**src/rtl/hazard_stall_controller_pkg.sv**
```systemverilog
// Shared types for the hazard stall controller: FSM encoding, counter width,
// stall-cause enumeration and the latency-to-count load helper.
package hazard_stall_controller_pkg;

  localparam int unsigned COUNT_W = 6;

  typedef enum logic {
    IDLE    = 1'b0,
    MD_BUSY = 1'b1
  } md_state_e;

  typedef enum logic [1:0] {
    NONE    = 2'd0,
    LOADUSE = 2'd1,
    MULDIV  = 2'd2,
    MEM     = 2'd3
  } stall_cause_e;

  // The first stall cycle is spent in IDLE, so the counter starts at L-2.
  function automatic logic [COUNT_W-1:0] md_count_load(input int unsigned latency);
    logic [COUNT_W-1:0] load_s;
    if (latency > 32'd1) begin
      load_s = COUNT_W'(latency - 32'd2);
    end else begin
      load_s = {COUNT_W{1'b0}};
    end
    return load_s;
  endfunction

endpackage

```
**src/rtl/hazard_stall_controller_if.sv**
```systemverilog
// Pipeline-to-stall-controller bundle: hazard observations in, hold/flush out.
interface hazard_stall_controller_if;

  logic [4:0] id_addr1;
  logic [4:0] id_addr2;
  logic       id_uses_rs1;
  logic       id_uses_rs2;
  logic       ex_mem_read;
  logic [4:0] ex_wb_addr;
  logic       ex_muldiv_valid;
  logic       ex_muldiv_is_div;
  logic       mem_busy;

  logic       pc_hold;
  logic       ifid_hold;
  logic       idex_hold;
  logic       idex_flush;
  logic       exmem_hold;
  logic       exmem_flush;
  logic       memwb_flush;
  logic       muldiv_done;

  modport master (
    output id_addr1, id_addr2, id_uses_rs1, id_uses_rs2,
           ex_mem_read, ex_wb_addr, ex_muldiv_valid, ex_muldiv_is_div, mem_busy,
    input  pc_hold, ifid_hold, idex_hold, idex_flush,
           exmem_hold, exmem_flush, memwb_flush, muldiv_done
  );

  modport slave (
    input  id_addr1, id_addr2, id_uses_rs1, id_uses_rs2,
           ex_mem_read, ex_wb_addr, ex_muldiv_valid, ex_muldiv_is_div, mem_busy,
    output pc_hold, ifid_hold, idex_hold, idex_flush,
           exmem_hold, exmem_flush, memwb_flush, muldiv_done
  );

endinterface

```
**src/rtl/hazard_stall_controller_muldiv_latency_counter.sv**
```systemverilog
// Down-counter tracking remaining RV32M occupancy of EX; freezes while the
// data memory stalls the whole pipeline.
module muldiv_latency_counter
  import hazard_stall_controller_pkg::*;
(
  input  logic               clk,
  input  logic               reset,
  input  logic               freeze,
  input  logic               load,
  input  logic [COUNT_W-1:0] load_val,
  input  logic               dec,
  output logic               zero
);

  logic [COUNT_W-1:0] count_r;

  // Count register: reset, freeze, load, decrement, in that priority.
  always_ff @(posedge clk) begin
    if (reset) begin
      count_r <= {COUNT_W{1'b0}};
    end else if (freeze) begin
      count_r <= count_r;
    end else if (load) begin
      count_r <= load_val;
    end else if (dec) begin
      count_r <= count_r - {{(COUNT_W-1){1'b0}}, 1'b1};
    end else begin
      count_r <= count_r;
    end
  end

  assign zero = (count_r == {COUNT_W{1'b0}});

endmodule

```
**src/rtl/hazard_stall_controller.sv**
```systemverilog
// Stall/bubble sequencer for the 5-stage RV32IM pipeline (memory wait, RV32M
// occupancy, load-use). Optional perf counters: define STALL_PERF_CNT_EN.
module hazard_stall_controller
  import hazard_stall_controller_pkg::*;
#(
  parameter int unsigned MUL_LATENCY = 1,
  parameter int unsigned DIV_LATENCY = 32
) (
  input  logic                      clk,
  input  logic                      reset,
  hazard_stall_controller_if.slave  hz
`ifdef STALL_PERF_CNT_EN
  ,
  output logic [31:0]               loaduse_stall_cnt,
  output logic [31:0]               muldiv_stall_cnt,
  output logic [31:0]               mem_stall_cnt
`endif
);

  localparam logic [COUNT_W-1:0] MUL_LOAD  = md_count_load(MUL_LATENCY);
  localparam logic [COUNT_W-1:0] DIV_LOAD  = md_count_load(DIV_LATENCY);
  localparam logic               MUL_MULTI = (MUL_LATENCY > 32'd1);
  localparam logic               DIV_MULTI = (DIV_LATENCY > 32'd1);

  md_state_e          state_r;
  md_state_e          state_nxt_s;
  stall_cause_e       cause_s;
  logic               load_use_s;
  logic               md_multi_s;
  logic [COUNT_W-1:0] md_load_val_s;
  logic               cnt_load_s;
  logic               cnt_dec_s;
  logic               cnt_zero_s;

  logic pc_hold_s, ifid_hold_s, idex_hold_s, idex_flush_s;
  logic exmem_hold_s, exmem_flush_s, memwb_flush_s, muldiv_done_s;

  assign load_use_s = hz.ex_mem_read && (hz.ex_wb_addr != 5'd0) &&
                      ((hz.id_uses_rs1 && (hz.id_addr1 == hz.ex_wb_addr)) ||
                       (hz.id_uses_rs2 && (hz.id_addr2 == hz.ex_wb_addr)));

  assign md_multi_s    = hz.ex_muldiv_is_div ? DIV_MULTI : MUL_MULTI;
  assign md_load_val_s = hz.ex_muldiv_is_div ? DIV_LOAD  : MUL_LOAD;

  muldiv_latency_counter u_md_cnt (
    .clk      (clk),
    .reset    (reset),
    .freeze   (hz.mem_busy),
    .load     (cnt_load_s),
    .load_val (md_load_val_s),
    .dec      (cnt_dec_s),
    .zero     (cnt_zero_s)
  );

  // FSM state register.
  always_ff @(posedge clk) begin
    if (reset) begin
      state_r <= IDLE;
    end else begin
      state_r <= state_nxt_s;
    end
  end

  // Priority mux: memory wait, then RV32M sequencing, then load-use.
  always_comb begin
    state_nxt_s   = state_r;
    cause_s       = NONE;
    cnt_load_s    = 1'b0;
    cnt_dec_s     = 1'b0;
    pc_hold_s     = 1'b0;
    ifid_hold_s   = 1'b0;
    idex_hold_s   = 1'b0;
    idex_flush_s  = 1'b0;
    exmem_hold_s  = 1'b0;
    exmem_flush_s = 1'b0;
    memwb_flush_s = 1'b0;
    muldiv_done_s = 1'b0;
    if (reset) begin
      state_nxt_s = IDLE;
    end else if (hz.mem_busy) begin
      cause_s       = MEM;
      pc_hold_s     = 1'b1;
      ifid_hold_s   = 1'b1;
      idex_hold_s   = 1'b1;
      exmem_hold_s  = 1'b1;
      memwb_flush_s = 1'b1;
    end else begin
      case (state_r)
        IDLE: begin
          if (hz.ex_muldiv_valid && md_multi_s) begin
            cause_s       = MULDIV;
            pc_hold_s     = 1'b1;
            ifid_hold_s   = 1'b1;
            idex_hold_s   = 1'b1;
            exmem_flush_s = 1'b1;
            cnt_load_s    = 1'b1;
            state_nxt_s   = MD_BUSY;
          end else begin
            // Single-cycle RV32M completes in place and does not block load-use.
            muldiv_done_s = hz.ex_muldiv_valid;
            if (load_use_s) begin
              cause_s      = LOADUSE;
              pc_hold_s    = 1'b1;
              ifid_hold_s  = 1'b1;
              idex_flush_s = 1'b1;
            end else begin
              cause_s = NONE;
            end
          end
        end
        MD_BUSY: begin
          if (!cnt_zero_s) begin
            cause_s       = MULDIV;
            pc_hold_s     = 1'b1;
            ifid_hold_s   = 1'b1;
            idex_hold_s   = 1'b1;
            exmem_flush_s = 1'b1;
            cnt_dec_s     = 1'b1;
          end else begin
            muldiv_done_s = 1'b1;
            state_nxt_s   = IDLE;
          end
        end
        default: begin
          state_nxt_s = IDLE;
        end
      endcase
    end
  end

  assign hz.pc_hold     = pc_hold_s;
  assign hz.ifid_hold   = ifid_hold_s;
  assign hz.idex_hold   = idex_hold_s;
  assign hz.idex_flush  = idex_flush_s;
  assign hz.exmem_hold  = exmem_hold_s;
  assign hz.exmem_flush = exmem_flush_s;
  assign hz.memwb_flush = memwb_flush_s;
  assign hz.muldiv_done = muldiv_done_s;

`ifdef STALL_PERF_CNT_EN
  logic [31:0] loaduse_cnt_r;
  logic [31:0] muldiv_cnt_r;
  logic [31:0] mem_cnt_r;

  // Per-cause stall cycle counters; wrap naturally at 2^32.
  always_ff @(posedge clk) begin
    if (reset) begin
      loaduse_cnt_r <= 32'd0;
      muldiv_cnt_r  <= 32'd0;
      mem_cnt_r     <= 32'd0;
    end else begin
      case (cause_s)
        LOADUSE: loaduse_cnt_r <= loaduse_cnt_r + 32'd1;
        MULDIV:  muldiv_cnt_r  <= muldiv_cnt_r + 32'd1;
        MEM:     mem_cnt_r     <= mem_cnt_r + 32'd1;
        default: begin
          loaduse_cnt_r <= loaduse_cnt_r;
          muldiv_cnt_r  <= muldiv_cnt_r;
          mem_cnt_r     <= mem_cnt_r;
        end
      endcase
    end
  end

  assign loaduse_stall_cnt = loaduse_cnt_r;
  assign muldiv_stall_cnt  = muldiv_cnt_r;
  assign mem_stall_cnt     = mem_cnt_r;
`endif

endmodule

```
**src/flat_wrapper.sv**
```systemverilog
// flat-port wrapper written by rule: the top's interface ports become plain ports
module hazard_stall_controller_flat import hazard_stall_controller_pkg::*;
#(
  parameter int unsigned MUL_LATENCY = 1,
  parameter int unsigned DIV_LATENCY = 32
)
  (clk, reset, hz_id_addr1, hz_id_addr2, hz_id_uses_rs1, hz_id_uses_rs2, hz_ex_mem_read, hz_ex_wb_addr, hz_ex_muldiv_valid, hz_ex_muldiv_is_div, hz_mem_busy, hz_pc_hold, hz_ifid_hold, hz_idex_hold, hz_idex_flush, hz_exmem_hold, hz_exmem_flush, hz_memwb_flush, hz_muldiv_done);
  hazard_stall_controller_if hz_i ();
  input  logic clk;
  input  logic reset;
  input wire logic [$bits(hz_i.id_addr1)-1:0] hz_id_addr1;
  input wire logic [$bits(hz_i.id_addr2)-1:0] hz_id_addr2;
  input wire logic [$bits(hz_i.id_uses_rs1)-1:0] hz_id_uses_rs1;
  input wire logic [$bits(hz_i.id_uses_rs2)-1:0] hz_id_uses_rs2;
  input wire logic [$bits(hz_i.ex_mem_read)-1:0] hz_ex_mem_read;
  input wire logic [$bits(hz_i.ex_wb_addr)-1:0] hz_ex_wb_addr;
  input wire logic [$bits(hz_i.ex_muldiv_valid)-1:0] hz_ex_muldiv_valid;
  input wire logic [$bits(hz_i.ex_muldiv_is_div)-1:0] hz_ex_muldiv_is_div;
  input wire logic [$bits(hz_i.mem_busy)-1:0] hz_mem_busy;
  output wire logic [$bits(hz_i.pc_hold)-1:0] hz_pc_hold;
  output wire logic [$bits(hz_i.ifid_hold)-1:0] hz_ifid_hold;
  output wire logic [$bits(hz_i.idex_hold)-1:0] hz_idex_hold;
  output wire logic [$bits(hz_i.idex_flush)-1:0] hz_idex_flush;
  output wire logic [$bits(hz_i.exmem_hold)-1:0] hz_exmem_hold;
  output wire logic [$bits(hz_i.exmem_flush)-1:0] hz_exmem_flush;
  output wire logic [$bits(hz_i.memwb_flush)-1:0] hz_memwb_flush;
  output wire logic [$bits(hz_i.muldiv_done)-1:0] hz_muldiv_done;
  assign hz_i.id_addr1 = hz_id_addr1;
  assign hz_i.id_addr2 = hz_id_addr2;
  assign hz_i.id_uses_rs1 = hz_id_uses_rs1;
  assign hz_i.id_uses_rs2 = hz_id_uses_rs2;
  assign hz_i.ex_mem_read = hz_ex_mem_read;
  assign hz_i.ex_wb_addr = hz_ex_wb_addr;
  assign hz_i.ex_muldiv_valid = hz_ex_muldiv_valid;
  assign hz_i.ex_muldiv_is_div = hz_ex_muldiv_is_div;
  assign hz_i.mem_busy = hz_mem_busy;
  assign hz_pc_hold = hz_i.pc_hold;
  assign hz_ifid_hold = hz_i.ifid_hold;
  assign hz_idex_hold = hz_i.idex_hold;
  assign hz_idex_flush = hz_i.idex_flush;
  assign hz_exmem_hold = hz_i.exmem_hold;
  assign hz_exmem_flush = hz_i.exmem_flush;
  assign hz_memwb_flush = hz_i.memwb_flush;
  assign hz_muldiv_done = hz_i.muldiv_done;
  hazard_stall_controller #(.MUL_LATENCY(MUL_LATENCY), .DIV_LATENCY(DIV_LATENCY)) u_core (.clk(clk), .reset(reset), .hz(hz_i));
endmodule
```
**config.mk**
```make
export PLATFORM = sky130hd
export DESIGN_NAME = hazard_stall_controller_flat
export DESIGN_NICKNAME = d
export VERILOG_FILES = /design/src/rtl/hazard_stall_controller_pkg.sv /design/src/rtl/hazard_stall_controller_if.sv /design/src/rtl/hazard_stall_controller_muldiv_latency_counter.sv /design/src/rtl/hazard_stall_controller.sv /design/src/flat_wrapper.sv
export SDC_FILE = /design/constraint.sdc
export NUM_CORES = 1
export LEC_CHECK = 0
export ABC_AREA = 1
export CAP_MARGIN = 0
export CORE_MARGIN = 3
export CORE_UTILIZATION = 43
export CTS_CLUSTER_SIZE = 40
export DETAILED_ROUTE_END_ITERATION = 10
export GPL_TIMING_DRIVEN = 0
export PLACE_DENSITY = 0.78
export SETUP_SLACK_MARGIN = 0.2
export SYNTH_ARGS = -nofsm -noshare
export SYNTH_HDL_FRONTEND = slang
export SYNTH_HIERARCHICAL = 1
export SYNTH_SLANG_ARGS = --single-unit
```
**constraint.sdc**
```tcl
create_clock -name clk -period 2.25 [get_ports clk]
set_input_delay 0.45 -clock clk [delete_from_list [all_inputs] [get_ports clk]]
set_output_delay 0.45 -clock clk [all_outputs]
set_load 0.1 [all_outputs]
```
==> results <==
worst reg2reg max path: cells and delay by family, from the launching register on:
kind                     cells  cell delay, ps
AO/OA/AOI/OAI                3             410
flip-flops                   1             330
adder cells (fa/ha/maj)      1             160
AND/OR/NAND/NOR              6             660
buffers and inverters        3             290
Yosys cell counts, drive strengths merged:
library cell  number  area, um^2
o21ai              6        30.0
inv               29         109
nor2              26         100
o21bai             1        18.8
a21oi              9        52.6
buf                3        26.3
or2                1        8.76
a31oi              1        6.26
dfxtp              7         140
nand3              9        50.1
nand4              2        12.5
o211ai             1        7.51
conb               1        3.75
ha                 2        25.0
nand2             50         190
cells by family (layout without fill, tap and decap cells):
group | after synthesis | count (layout) | synth area share (%)
compound gates | 18 | 18 | 14.7
flops | 7 | 7 | 17.9
simple gates | 88 | 88 | 46.3
fa+ha+maj | 2 | 2 | 3.20
other cells | 1 | 2 | 0.480
buf+inv | 32 | 80 | 17.3
repair_timing:
action | CTS | global route
gates resized for setup | 88 | 17
buffers inserted | 9 | 5
hold endpoints to repair | 0 | 0
setup endpoints to repair | 12 | 11
pin swaps | 17 | 4
flip-flops by register name, indices dropped and copies added, names as in the netlist:
register and count:
u_core/u_md_cnt/count_r 6, u_core/state_r 1
layer usage:
layer  up-vias  share of wire (%)
li1        548                  -
met1       532                 39
met2        57                 52
met3         6                6.6
met4         0                2.0
met5         -                  0
metrics by stage:
| step | cells | TNS [ps] | hold slack, ps | cell area, um^2 |
|---|---|---|---|---|
| after global routing | 221 | -475 | 520 | 1410 |
| after floorplan | 149 | 0 | 441 | 855 |
| after detailed placement | 203 | -7770 | 471 | 1180 |
| after CTS | 216 | 0 | 491 | 1320 |
| final | 221 | -132 | 507 | 1410 |
| after global placement | 203 | -7350 | 456 | 1180 |
power groups by stage:
stage | Clock, mW | Sequential [mW] | Combinational [mW]
2_1_floorplan | 0 | 0.134 | 0.154
3_3_place_gp | 0 | 0.134 | 0.226
3_5_place_dp | 0 | 0.135 | 0.231
4_1_cts | 0.122 | 0.132 | 0.247
5_1_grt | 0.127 | 0.133 | 0.296
6_report | 0.118 | 0.133 | 0.278
final timing paths:
kind / start / cells past startpoint / end / slack (ps)
setup / recovery: u_core/u_md_cnt/count_r[1] / 12 / hz_pc_hold / -60
hold / removal: u_core/u_md_cnt/count_r[4] / 2 / u_core/u_md_cnt/count_r[4] / 510
setup reg to reg: u_core/u_md_cnt/count_r[1] / 13 / u_core/u_md_cnt/count_r[3] / 280
hold reg to reg: u_core/u_md_cnt/count_r[4] / 2 / u_core/u_md_cnt/count_r[4] / 510
area by class of cell:
| class | instances | area, um^2 | share of cell area (%) |
|---|---|---|---|
| buffer | 3 | 30.0 | 2.14 |
| clock buffer | 4 | 26.3 | 1.87 |
| inverter | 29 | 113 | 8.01 |
| multi-input combinational | 110 | 617 | 43.9 |
| sequential | 7 | 143 | 10.2 |
| tap | 24 | 30.0 | 2.14 |
| timing repair buffer | 44 | 447 | 31.8 |
==> impl_metrics.tcl <==
set metrics [dict create \
    ctsRootBufferMaster "clkbuf_4" \
    clkSinkCount 7 \
    finalCritPeriodShare_pct 103 \
    comb_power_share_pct 52.6 \
    path_cells "inv_2, ha_4, nand3_4, nor2_4, or2_4, nand2_2, inv_2, nor2_4, nor2_4, nand2_4, buf_6, buf_12" \
    p_int_mw 0.307 \
    power_switching_mw 0.221 \
    dieHeight_um 48.6 \
    synth_seq_cells 7 \
    setup_viol_count_final 3 \
    num_rows 14 \
    met2_usage_pct 42.3 \
    met3_usage_pct 4.60 \
    drive_gt1_share_pct 32.0 \
    vias 1143 \
    nets 223 \
    firstDrtPassIters 4 \
    insertedDiodeCount 0 \
    final_cell_mix "nand2_1, inv_1, nor2_1" \
    final.setup_skew_ps 2.81 \
    fp.dieW_um 48.6 \
    critical-path-max-stage-delay_ps 320 \
    crit_path_frequent_cell "nor2_4" \
    routedWlPerCell_um 13.5 \
    ios 31 \
    worst-slew-pin-transition_ps 507 \
    hold_buffers 0 \
    htree_levels 1 \
    clk_pin_slew_worst_paths_ps 50 \
    syn_area_um2 781 \
    slew_violations 0 \
    relSlewSlack_pct 66.2 \
    route.detailed.drc 0 \
    yosysWarnings 6 \
    p_seq_share_pct 25.1 \
    crit_path_end_kind "output pin" \
    path_delay_family "simple AND/OR/NAND/NOR gates" \
    syn_area_per_cell_um2 5.28 \
    grt-busiest-layer "met2" \
    cts_tree "yes" \
    violations "negative setup slack" \
    final_common_cell "nand2_1" \
    arrival_ps 1860 \
    power_frac_clock_pct 22.3 \
    final_antenna_net_count 0 \
    cp-start-kind "register" \
    nFillCells 105 \
    fmax_mhz 432 \
    grt_max_degree 11 \
    yosys.cell_types.count 22 \
    grt_pass1_vias 1047 \
    p_total_mw 0.528 \
    core_um2 1610 \
    post-place-ws_ps -1030 \
    totalWireLength_um 2990 \
    grt_remaining_overflow 0 \
    hold_viol 0 \
    p_per_area_nw_per_um2 376 \
    vias_per_cell 5.17 \
    drtIter0Drc 35 \
    cap_viol_max_count 0 \
    grt_usage_pct 21.8 \
    min_path_type "register to register" \
    outcome "complete, but fails checks" \
    fin_crit_ps 2310 \
    antenna_found_initial 0 \
    crit_buf_inv 4 \
    rsz0062_at_grt "true" \
    gp_congestion 0.835 \
    grt_pass1_wl_um 4220 \
    peakVddDrop_mv 0.377 \
    area_growth_pct 80.0 \
    setup_slack_ps -64.1 \
    die-area_um2 2360 \
    insertion_delay_ps 260 \
    p_leak_nw 0.754 \
    critical_path_class "register to output pin" \
    seq_area_frac_synth_pct 17.9 \
    io_buffer_count 30 \
    required_ps 1800 \
    numCtsBuffers 3 \
    dp_hpwl_um 1750 \
    fin_util_pct 87.2 \
    path_max_fanout 3 \
    initial_utilization_pct 48.4 \
    synthCells 148 \
    grt_util_met1_pct 24.2 \
    worst_path_max_delay_cell "dfxtp_2" \
    p_sw_share_pct 41.9 \
    cts_max_path_buffers 2 \
]
Note: power is estimated with default switching activity, not from simulation.
